--- config.mk ---
export PLATFORM = sky130hd
export DESIGN_NAME = serial_nibble_receiver
export DESIGN_NICKNAME = d
export VERILOG_FILES = /design/src/rtl/serial_nibble_receiver.sv
export SDC_FILE = /design/constraint.sdc
export NUM_CORES = 1
export LEC_CHECK = 0
export BUFFER_PORTS_ARGS = -buffer_cell sky130_fd_sc_hd__buf_4
export CELL_PAD_IN_SITES_DETAIL_PLACEMENT = 1
export CELL_PAD_IN_SITES_GLOBAL_PLACEMENT = 1
export CORE_UTILIZATION = 40
export CTS_CLUSTER_SIZE = 20
export DETAILED_ROUTE_END_ITERATION = 12
export MAX_ROUTING_LAYER = met4
export PLACE_DENSITY_LB_ADDON = 0.1
export SLEW_MARGIN = 0
export SYNTH_ARGS = -nofsm -noshare
export SYNTH_HDL_FRONTEND = slang
export SYNTH_SLANG_ARGS = --single-unit
--- constraint.sdc ---
create_clock -name clockpulse -period 1.7 [get_ports clockpulse]
set_input_delay 0.34 -clock clockpulse [delete_from_list [all_inputs] [get_ports clockpulse]]
set_output_delay 0.34 -clock clockpulse [all_outputs]
set_load 0.005 [all_outputs]
--- src/rtl/serial_nibble_receiver.sv ---
// Framed serial receiver: start bit, DATA_BITS data bits (MSB first), optional even parity (PARITY_CHECK_EN), stop bit.
// Latency: word/valid and error pulses are registered on the stop-sample edge; busy follows the FSM state directly.
// Backpressure: valid is held until ack; a good frame arriving while valid is pending without ack is dropped and sets overrun.
module serial_nibble_receiver #(
    parameter int DATA_BITS = 4
) (
    input  logic                 clockpulse,
    input  logic                 clear,
    input  logic                 serial_input,
    input  logic                 ack,
    output logic [DATA_BITS-1:0] word,
    output logic                 valid,
    output logic                 busy,
    output logic                 framing_error,
    output logic                 parity_error,
    output logic                 overrun
);

    localparam int CW = (DATA_BITS > 2) ? $clog2(DATA_BITS) : 1;
    localparam logic [CW-1:0] LAST = CW'(DATA_BITS - 1);

    typedef enum logic [1:0] {
        IDLE,
        DATA,
`ifdef PARITY_CHECK_EN
        PARITY,
`endif
        STOP
    } state_t;

    state_t                 state, state_d;
    logic [DATA_BITS-1:0]   shift_reg;
    logic [CW-1:0]          bit_cnt;
    logic                   start_det;
    logic                   shift_en;
    logic                   stop_smp;
    logic                   par_bad;
    logic                   good_frame;
    logic                   handshake;

    always_ff @(posedge clockpulse or negedge clear) begin
        if (!clear) state <= IDLE;
        else        state <= state_d;
    end

    always_comb begin
        state_d   = state;
        start_det = 1'b0;
        shift_en  = 1'b0;
        stop_smp  = 1'b0;
        case (state)
            IDLE: begin
                if (!serial_input) begin
                    start_det = 1'b1;
                    state_d   = DATA;
                end
            end
            DATA: begin
                shift_en = 1'b1;
                if (bit_cnt == LAST) begin
`ifdef PARITY_CHECK_EN
                    state_d = PARITY;
`else
                    state_d = STOP;
`endif
                end
            end
`ifdef PARITY_CHECK_EN
            PARITY: state_d = STOP;
`endif
            STOP: begin
                stop_smp = 1'b1;
                state_d  = IDLE;
            end
            default: state_d = IDLE;
        endcase
    end

    assign busy       = (state != IDLE);
    assign handshake  = valid & ack;
    assign good_frame = stop_smp & serial_input & ~par_bad;

`ifdef PARITY_CHECK_EN
    logic par_err_q;
    logic parity_error_q;

    // Mismatch is latched in PARITY and only reported if the stop bit is good.
    always_ff @(posedge clockpulse or negedge clear) begin
        if (!clear) begin
            par_err_q      <= 1'b0;
            parity_error_q <= 1'b0;
        end else begin
            parity_error_q <= stop_smp & serial_input & par_err_q;
            if (start_det)
                par_err_q <= 1'b0;
            else if (state == PARITY)
                par_err_q <= (^shift_reg) ^ serial_input;
        end
    end

    assign par_bad      = par_err_q;
    assign parity_error = parity_error_q;
`else
    assign par_bad      = 1'b0;
    assign parity_error = 1'b0;
`endif

    always_ff @(posedge clockpulse or negedge clear) begin
        if (!clear) begin
            shift_reg     <= '0;
            bit_cnt       <= '0;
            word          <= '0;
            valid         <= 1'b0;
            framing_error <= 1'b0;
            overrun       <= 1'b0;
        end else begin
            framing_error <= stop_smp & ~serial_input;

            if (start_det) begin
                shift_reg <= '0;
                bit_cnt   <= '0;
            end else if (shift_en) begin
                shift_reg <= {shift_reg[DATA_BITS-2:0], serial_input};
                bit_cnt   <= bit_cnt + 1'b1;
            end

            // A frame landing on the same edge as ack replaces the consumed word.
            if (good_frame && (!valid || ack)) begin
                word  <= shift_reg;
                valid <= 1'b1;
            end else if (handshake) begin
                valid <= 1'b0;
            end

            if (good_frame && valid && !ack)
                overrun <= 1'b1;
            else if (handshake)
                overrun <= 1'b0;
        end
    end

endmodule

==> flow_results.org, run 1 <==
** Status
- The flow ran to the end, and the final reports show no timing, DRC or antenna violations.

** Timing
- Count of final max-slew check failures :: 0
- Setup Total Neg Slack :: 0 ns
- After layout, the worst path uses 88.4% of the clock period.
- Setup repair after global routing left no endpoint under its margin.
- Derived from the worst setup path, the maximum achievable clock frequency is ~670 MHz.
- Final setup violation count :: 0
- Worst clock skew :: 0.00593 ns
- The hold violation count in the final report is 0.
- Final min period :: 1.50 ns

** Logic synthesis
- Counting flops with a built-in enable in the synthesized netlist gives 0.
- Cell count after synthesis :: 43
- After synthesis the netlist holds a flip-flop and latch count of 15.
- Leading cell types by total area after synthesis :: dfrtp_1 63%, mux2_2 7.5%, a22o_2 5.0%, mux2_4 2.5%, ha_1 2.1%
- In this run the mean area of a mapped cell was 13.9 um2.
- Cell types with the highest counts after synthesis :: 15 x dfrtp_1, 4 x mux2_2, 3 x a22o_2
- The largest total area in the synthesized netlist belongs to dfrtp_1.
- Counting flops with an async set or reset pin after synthesis yields a share of 100%.
- Summing every instance area after synthesis gives 597 um2.
- Among all cell types in the netlist, the one instantiated most often is dfrtp_1.
- Sequential-to-total area share from yosys stat :: 62.9%
- Synthesis produced a netlist with a net count of 48.
- Among all flip-flop cells after synthesis, the most frequent one is dfrtp_1.
- Fraction of post-synthesis cell area in the top cell type by area :: 62.9%
- Yosys mapped the design onto 21 distinct sky130hd cell types.
- During synthesis, Yosys emitted a total of 0 warnings.

** Detailed routing
- Uppermost routed layer :: met4
- Drt total wl :: 1.24 mm
- In the final routing, the length of wire on met1 measures between 500 and 600 um.
- Ratio of routed vias to standard cells :: 5.31
- Routed length on met3 :: 66 um
- For this run, design rule violations remaining after detail routing come to 0.
- For this block, the via count after detailed routing is roughly 380.
- Detailed-route wire length per cell :: roughly 17 um
- The detail route stage leaves a number of antenna-violating nets equal to 0.
- Violation count after the first detailed-route iteration :: 1
- Met2 wire length :: 622 um
- Drt pass-1 iters :: 4

** Floorplanning
- Core box area :: 0.00135 mm2
- Number of placement rows :: 13
- Once the floorplan was initialized, standard cells occupied 44.2% of the core.
- 13 I/O pins were placed.
- In this run the horizontal extent of the chip is slightly above 40 um.
- Die extent in y :: 40.6 um
- Die Area :: 0.00165 mm2

** Power and ir drop
- LEAKAGE :: about 0.35 nW
- In this run the power density over the cells is between 1500 and 2000 mW/mm2.
- IR analysis of the VDD net gives a maximum drop of 0.838 mV.

** Critical path
- Type of the worst setup path :: reg -> out
- Type of origin of the critical path :: register
- The worst register-to-register path has a depth of 3.
- Data on the critical path arrives at its endpoint at ~1.2 ns.
- Across all register-to-register paths, the minimum setup slack is 0.30 ns.
- Element type at the critical path end :: primary output
- The critical path starts at state[0]$_DFFE_PN0P_.
- Reg2reg end :: word[0]$_DFFE_PN0P_
- Data required time of the critical path :: about 1.4 ns
- The startpoint identified for the worst register-to-register timing path is state[0]$_DFFE_PN0P_.
- Critical path capture point :: busy
- In this run the worst path has a maximum fanout of 6.

** Place
- At the end of routability-driven placement, the weighted congestion stood at 0.685.
- PortBufs :: 11
- The placed instances occupy a cell area of 686 um2.
- Summed over all nets, the half-perimeter wirelength after detailed placement is approximately 930 um.

** Clocking
- Post-cts hold buffer count :: 1
- Clock-pin transition on the worst setup and hold timing paths :: 0.09 ns
- The clock net in this run drives a total of 15 sinks.
- Number of buffers inserted during clock tree synthesis :: 3
- The clock reaches the later pin of the worst-skew pair after 0.28 ns.
- Post_cts resized :: 0
- H-tree level count :: 1
- CTS placed an instance of clkbuf_4 at the clock tree root.
- In this run the deepest clock path goes through 2 buffers.
- Post-CTS setup buffer count :: 0
- CTS tree :: yes

** Layout
- Antenna cells :: 0
- Cells with a size suffix above 1 make up 43.9% of the layout.
- After routing the design area is roughly 720 um2.
- Synthesis-to-finish area growth :: 21.0%
- Number of nets in the finished design :: 63

** Hold path
- The min-delay analysis places its worst path in the category in -> reg.
- Hold Crit Start :: serial_input

** Global routing
- Wire length of the first global-routing pass :: 1.87 mm
- The total overflow left after global routing is 0.
- The number of global-route vias before repair came to roughly 390.
- Total global-route track usage :: 19.0%
- Largest net degree at the start of global routing :: 16
- Initial antenna violation count :: 0

** Flow run
- Max-cap violations in this run came to 0.
-- worst max-delay path, cell delays in order, from the launching register on --
cell and delay, ns:
dfrtp_1 0.44, or2_2 0.31, buf_4 0.14
-- final cells by class --
cell class	instances	area, um2
sequential	15	375
multi-input combinational	24	201
timing repair buffer	12	92.6
clock buffer	4	26.3
tap	15	18.8
inverter	2	7.51
fill	144	628
-- cells in the final DEF (no fill, tap or decap) --
master and count:
dlygate4sd3_1 1, mux2_2 4, nor2b_1 2, a22o_2 3, and2_1 1, buf_4 11
nor3b_1 1, clkbuf_1 1, a22o_1 1, clkbuf_4 3, or2_0 1, conb_1 1
ha_1 1, a21oi_1 2, mux2_4 1, dfrtp_1 15, o21ai_0 1, or2_2 1
nand3b_1 1, a31oi_1 1, o22a_2 1, a21oi_2 1, inv_1 2
-- power by group --
group	internal (mW)	switching [mW]	total, mW
logic	0.259	0.162	0.421
registers	0.494	0.118	0.612
clock network	0.0910	0.112	0.203
total	0.844	0.391	1.24
-- kinds of logic (layout without fill, tap and decap cells) --
family,after synthesis,count (layout),share of synthesized area (%)
flops,15,15,62.9
compound gates,10,10,13.2
simple gates,7,7,7.76
mux,5,5,10.1
buf+inv,4,18,3.35
fa+ha+maj,1,1,2.10
other cells,1,1,0.628
-- per-stage QoR --
| stage | setup slack (ns) | std cells | hold slack [ns] | util [%] | total power [mW] |
|---|---|---|---|---|---|
| after floorplan | 0.472 | 43 | 0.0444 | - | 0.854 |
| after global placement | 0.380 | 67 | 0.195 | 50.8 | 0.999 |
| after detailed placement | 0.322 | 67 | 0.202 | 50.8 | 1.04 |
| after CTS | 0.184 | 72 | 0.231 | 53.5 | 1.24 |
| after global routing | 0.137 | 72 | 0.230 | 53.5 | 1.32 |
| final | 0.197 | 72 | 0.232 | 53.5 | 1.24 |
-- worst min path at each step --
stage                                         end  slack (ns)  cells after the start
after CTS                 framing_error$_DFF_PN0_        0.23                      2
after global routing      framing_error$_DFF_PN0_        0.23                      2
final                     framing_error$_DFF_PN0_        0.23                      2
after detailed placement      overrun$_DFFE_PN0P_        0.20                      1
after floorplan            bit_cnt[0]$_DFFE_PN0P_        0.04                      0
after global placement          valid$_DFFE_PN0P_        0.19                      1
-- per-layer routing --
layer | track usage, % | vias to the layer above
met3 | 5.43 | 2
li1 | - | 176
met2 | 29.4 | 12
met5 | - | -
met1 | 23.3 | 192
met4 | 7.50 | 0
(Power assumes the default switching activity.)
==> run 2, diff against run 1 <==
CTS_BUF_LIST = sky130_fd_sc_hd__clkbuf_4 sky130_fd_sc_hd__clkbuf_8 sky130_fd_sc_hd__clkbuf_16   (was not set)
==> flow_results.org, run 2 (same netlist as run 1, synthesis figures left out) <==
** Detailed routing
- The average via count per standard cell is 5.26 (-0.79%).
- Drt total wl :: 1.22 mm (-1.1%)
- The first-pass iteration count of the detailed router is 3 (-1).
- The number of DRC markers after the initial detailed-route iteration came to 4 (+3).
- Vias :: 379 (-0.79%)
- The number of design rule violations left after detail routing came to 0 (unchanged).
- Final ANT Viol Nets :: 0 (unchanged)
- Detailed-route wire length per cell :: 17.0 um (-1.1%)

** Critical path
- The worst path arrival time is 1.17 ns (about the same).
- The total buffers and inverters traversed by the critical path was 1 (unchanged).
- Element type at the critical path end :: primary output
- Ordered list of cells on the worst path :: or2_2, buf_4
- The setup slack of the most critical reg-to-reg path was 0.30 ns (about the same).
- The setup path with the least slack is of type reg -> out.
- The worst setup path is launched from a register.
- Largest incremental delay on the critical path :: 0.46 ns (+0.02 ns)
- Highest fanout seen on the critical path :: 7 (+1)
- In this design, the largest share of critical-path delay is due to flip-flops.
- Data required time of the critical path :: 1.36 ns (about the same)
- On the critical path, the stage with the largest delay is an instance of dfrtp_1.

** Global routing
- GR Overflow Total :: 0 (unchanged)
- The pin count of the biggest net entering global routing was 16 (unchanged).
- Wire length of the first global-routing pass :: 1.88 mm (+0.75%)
- The initial antenna violation count was 0 (unchanged).
- Vias in the first global route :: 389 (+0.52%)
- The global-route total usage across every layer came to 19.1% (+0.12 points).

** Clocking
- Clock-pin transition on the worst setup and hold timing paths :: 0.09 ns (about the same)
- H-tree level count :: 1 (unchanged)
- Clock Tree Root :: clkbuf_4
- TritonCTS built the clock tree.
- Source-to-sink clock delay at the later pin of the worst-skew pair :: 0.28 ns (about the same)
- The number of gates resized after CTS was 0 (unchanged).
- The maximum count of clock buffers along a single path came to 2 (unchanged).
- The post-CTS setup-driven buffer insertion count was 0 (unchanged).
- Number of buffers inserted during clock tree synthesis :: 3 (unchanged)
- The clock net sink count is 15 (unchanged).

** Place
- Half-perimeter wire length after placement :: 931 um (unchanged)
- Final Wtd Congestion :: 0.685 (unchanged)
- The worst setup slack before clock tree synthesis was 0.322 ns (unchanged).
- The port buffer count is 11 (unchanged).

** Timing
- The hold violation count in the final report was 0 (unchanged).
- Worst clock skew :: 0.00409 ns (-0.00184 ns)
- The setup TNS after final layout is 0 ns (unchanged).
- Final setup violation count :: 0 (unchanged)
- Setup repair after global routing left no endpoint under its margin.
- The final count of pins violating max slew came to 0 (unchanged).
- Final min period :: 1.51 ns (+0.00964 ns)
- Fmax :: 661 MHz (-0.64%)
- The final period utilization was 89.0% (+0.57 points).
- The post-layout worst setup margin is 0.188 ns (-0.00964 ns).
- Worst hold margin :: 0.237 ns (+0.00447 ns)

** Hold path
- Worst hold-check path type :: in -> reg

** Floorplanning
- The die width was 40.6 um (unchanged).
- The initial core utilization came to 44.2% (unchanged).
- I/O pin count :: 13 (unchanged)
- The row count came to 13 (unchanged).
- The core region area is 0.00135 mm2 (unchanged).
- Die extent in y :: 40.6 um (unchanged)
- The area of the die came to 0.00165 mm2 (unchanged).

** Power and ir drop
- The total power is 1.25 mW (+0.99%).
- The power per standard cell area came to 1720 mW/mm2 (+0.47%).
- The leakage power is 0.358 nW (+0.96%).
- Largest voltage drop on the vdd net :: 0.836 mV (-0.18%)

** Flow run
- The max-cap check violation count was 0 (unchanged).

** Layout
- The layout net count came to 63 (unchanged).
- End-of-flow core utilization :: 53.8% (+0.28 points)
- The library cell used most frequently in the layout, excluding fill and tap cells, is dfrtp_1.
- The top cell types in the final layout, fill and taps aside, are 15 x dfrtp_1, 11 x buf_4, 4 x mux2_2, 4 x clkbuf_4, 3 x a22o_2.
- Synthesis-to-finish area growth :: 21.6%
- Antenna cells :: 0 (unchanged)
- Layout cell share with drive strength beyond 1 :: 45.6% (+1.8 points)

** Status
- The flow ran to the end, and the final reports show no timing, DRC or antenna violations.
[run 2: cell counts in the layout (fill, tap and decap cells not counted)]
Identical to the previous run, type by type.
[run 2: routing by layer]
metal	wire length (um)	global-route usage, %	share of wire, %
met5	0	-	0
met4	6	7.50	0.49
met3	66	5.43	5.4
met2	617	29.4	50
met1	533	23.7	44
[run 2: worst register-to-register path: stages, from the launching register on]
cell	delay (ns)
dfrtp_1	0.44
nand3b_1	0.23
a21oi_2	0.26
mux2_2	0.37
[run 2: final timing paths]
check | startpoint | end | depth (start not counted)
worst min-delay path | serial_input | framing_error$_DFF_PN0_ | 2
min in group asynchronous | clear | overrun$_DFFE_PN0P_ | 2
worst max-delay path | state[1]$_DFFE_PN0P_ | busy | 2
max in group asynchronous | clear | word[2]$_DFFE_PN0P_ | 2
worst max register to register | state[0]$_DFFE_PN0P_ | word[0]$_DFFE_PN0P_ | 3
worst min register to register | word[1]$_DFFE_PN0P_ | word[1]$_DFFE_PN0P_ | 1
[run 2: cell type report]
type	count	area [um2]
fillers	144	624
multi-input cells	24	201
flip-flops and latches	15	375
well taps	15	18.8
inverters	2	7.51
clock buffers	4	30.0
repair buffers	12	92.6
[run 2: metrics by stage]
step,instances,cell area [um2]
global placement,67,686
detailed placement,67,686
finish,72,726
CTS,72,726
global route,72,726
floorplan,43,597
[run 2: repair_timing]
item,CTS,global route
hold endpoints to repair,15,0
endpoints found under the setup margin,0,0
hold buffers,1,0
[run 2: power breakdown]
part	total, mW	internal, mW	switching, mW
clock network	0.216	0.107	0.109
logic	0.418	0.259	0.160
registers	0.613	0.494	0.119
==> run 3, diff against run 2 <==
GPL_TIMING_DRIVEN = 0   (was not set)
==> flow_results.org, run 3 (same netlist as run 1, synthesis figures left out) <==
** Place
- The final RePlAce weighted congestion was 0.699 (+2.1%).
- PortBufs :: 11 (unchanged)
- Post-Place Worst Slack :: 0.338 ns (+0.0166 ns)

** Clocking
- Clock-pin transition on the worst setup and hold timing paths :: 0.08 ns (about the same)
- The number of buffers inserted during clock tree synthesis came to 3 (unchanged).
- Source-to-sink clock delay at the later pin of the worst-skew pair :: 0.27 ns (about the same)
- Clock Tree Root :: clkbuf_4
- The total number of H-tree levels is 1 (unchanged).
- CTS tree :: yes
- Sinks on Clock Net :: 15 (unchanged)
- Post_cts resized :: 0 (unchanged)
- The maximum count of clock buffers along a single path came to 2 (unchanged).

** Layout
- The number of fill cells in the layout was 142 (-1.4%).
- Area of all sequential standard cells :: 375 um2 (unchanged)
- Area used by multi-input combinational logic :: 201 um2 (unchanged)
- The layout net count is 65 (+3.2%).
- Leaving out fill and tap cells, the most frequent cell in the layout is dfrtp_1.
- The fraction of the core area covered by cells at the end of the flow came to 54.7% (+0.93 points).
- Layout cell share with drive strength beyond 1 :: 47.5% (+1.8 points)
- The library cells used most frequently in the layout, excluding fill and tap cells, are 15 x dfrtp_1, 12 x buf_4, 4 x mux2_2, 4 x clkbuf_4, 3 x a22o_2.
- Synthesis-to-finish area growth :: 23.7%
- Antenna cells :: 0 (unchanged)

** Floorplanning
- Core box area :: 0.00135 mm2 (unchanged)
- The row count came to 13 (unchanged).
- The initial core utilization is 44.2% (unchanged).
- Die extent in y :: 40.6 um (unchanged)
- I/O pin count :: 13 (unchanged)
- Die Area :: 0.00165 mm2 (unchanged)
- The die width came to 40.6 um (unchanged).

** Timing
- Share of the clock period used by the worst path after layout :: 87.4% (-1.6 points)
- Count of final max-slew check failures :: 0 (unchanged)
- Setup repair after global routing left no endpoint under its margin.
- The post-layout minimum cycle time was 1.49 ns (-0.0264 ns).
- The setup TNS after final layout came to 0 ns (unchanged).
- Worst-case setup margin in the final layout :: 0.214 ns (+0.0264 ns)
- Fmax :: 673 MHz (+1.8%)
- Hold violation total from the final report :: 0 (unchanged)
- Worst clock skew :: 0.00238 ns (-0.00171 ns)
- The final setup violation count came to 0 (unchanged).

** Critical path
- The critical path in this run is classified as reg -> out.
- Traced cell by cell, the critical path runs through or2_2, buf_4.
- The number of cell instances on the worst register-to-register path is 3 (unchanged).
- Arrival time worst endpoint :: 1.15 ns (-0.02 ns)
- The longest individual stage delay on the worst path was 0.43 ns (-0.03 ns).
- Element type at the critical path end :: primary output
- Highest fanout seen on the critical path :: 6 (-1)
- Data required time of the critical path :: 1.36 ns (about the same)
- Buf+Inv Stages, Crit Path :: 1 (unchanged)
- Master of the slowest instance on the critical path :: dfrtp_1
- The worst setup path is launched from a register.
- Top cell family by delay on the critical path :: flip-flops
- Crit. path cell count :: 2 (unchanged)

** Detailed routing
- Final ANT Viol Nets :: 0 (unchanged)
- The routed length per placed instance was 15.4 um (-9.7%).
- The number of design rule violations left after detail routing was 0 (unchanged).
- The sum of routed wire length over all layers is 1.14 mm (-7.2%).
- The total vias in the final route came to 402 (+6.1%).
- The number of DRC markers after the initial detailed-route iteration is 2 (-2).
- Ratio of routed vias to standard cells :: 5.43 (+3.2%)
- The first-pass iteration count of the detailed router is 3 (unchanged).

** Global routing
- Initial antenna violation count :: 0 (unchanged)
- The global-route wire length before repair is 1.72 mm (-8.8%).
- GR Overflow Total :: 0 (unchanged)
- Total global-route track usage :: 17.7% (-1.4 points)
- Vias in the first global route :: 392 (+0.77%)
- The pin count of the biggest net entering global routing came to 16 (unchanged).

** Power and ir drop
- LEAKAGE :: 0.368 nW (+2.9%)
- The maximum resistive drop on vdd was 0.716 mV (-14%).
- The power per standard cell area was 1690 mW/mm2 (-1.7%).

** Hold path
- Hold Path Cell Cnt :: 2 (unchanged)
- The min-delay analysis places its worst path in the category in -> reg.

** Flow run
- The max-cap check violation count is 0 (unchanged).

** Status
- The run finished with clean final reports.
-- run 3: area by class of cell --
| class | instances | share of cell area [%] |
|---|---|---|
| timing repair buffer | 12 | 12.5 |
| buffer | 2 | 1.69 |
| tap | 15 | 2.54 |
| inverter | 2 | 1.02 |
| sequential | 15 | 50.8 |
| multi-input combinational | 24 | 27.3 |
| clock buffer | 4 | 4.07 |
-- run 3: power by group --
group	leakage [nW]	switching [mW]	internal, mW
clock	0.0184	0.105	0.107
combinational	0.156	0.164	0.268
sequential	0.194	0.110	0.494
-- run 3: what timing repair did --
| action | 4_1_cts | 5_1_grt |
|---|---|---|
| hold buffers | 1 | 0 |
| setup buffers | 0 | 0 |
| hold endpoints to repair | 15 | 0 |
-- run 3: worst paths after layout --
kind / start / to / slack, ns
max in group asynchronous: clear / bit_cnt[0]$_DFFE_PN0P_ / 1.08
min in group asynchronous: clear / word[3]$_DFFE_PN0P_ / 0.45
worst max register to register: state[0]$_DFFE_PN0P_ / word[0]$_DFFE_PN0P_ / 0.32
worst min-delay path: serial_input / framing_error$_DFF_PN0_ / 0.24
worst min register to register: word[3]$_DFFE_PN0P_ / word[3]$_DFFE_PN0P_ / 0.51
worst max-delay path: state[0]$_DFFE_PN0P_ / busy / 0.21
-- run 3: through the flow --
step	hold WS, ns	instances	instance area [um2]	power [mW]
2_1_floorplan	0.0444	43	597	0.854
3_3_place_gp	0.194	69	698	1.00
3_5_place_dp	0.204	69	698	1.05
4_1_cts	0.233	74	738	1.26
5_1_grt	0.228	74	738	1.35
6_report	0.241	74	738	1.25
-- run 3: layer usage --
| metal | vias to the layer above | global-route usage [%] | wire length [um] |
|---|---|---|---|
| met5 | - | - | 0 |
| met4 | 0 | 10.0 | 0 |
| met3 | 0 | 4.89 | 49 |
| met2 | 10 | 27.4 | 555 |
| met1 | 208 | 20.6 | 530 |
| li1 | 184 | - | - |
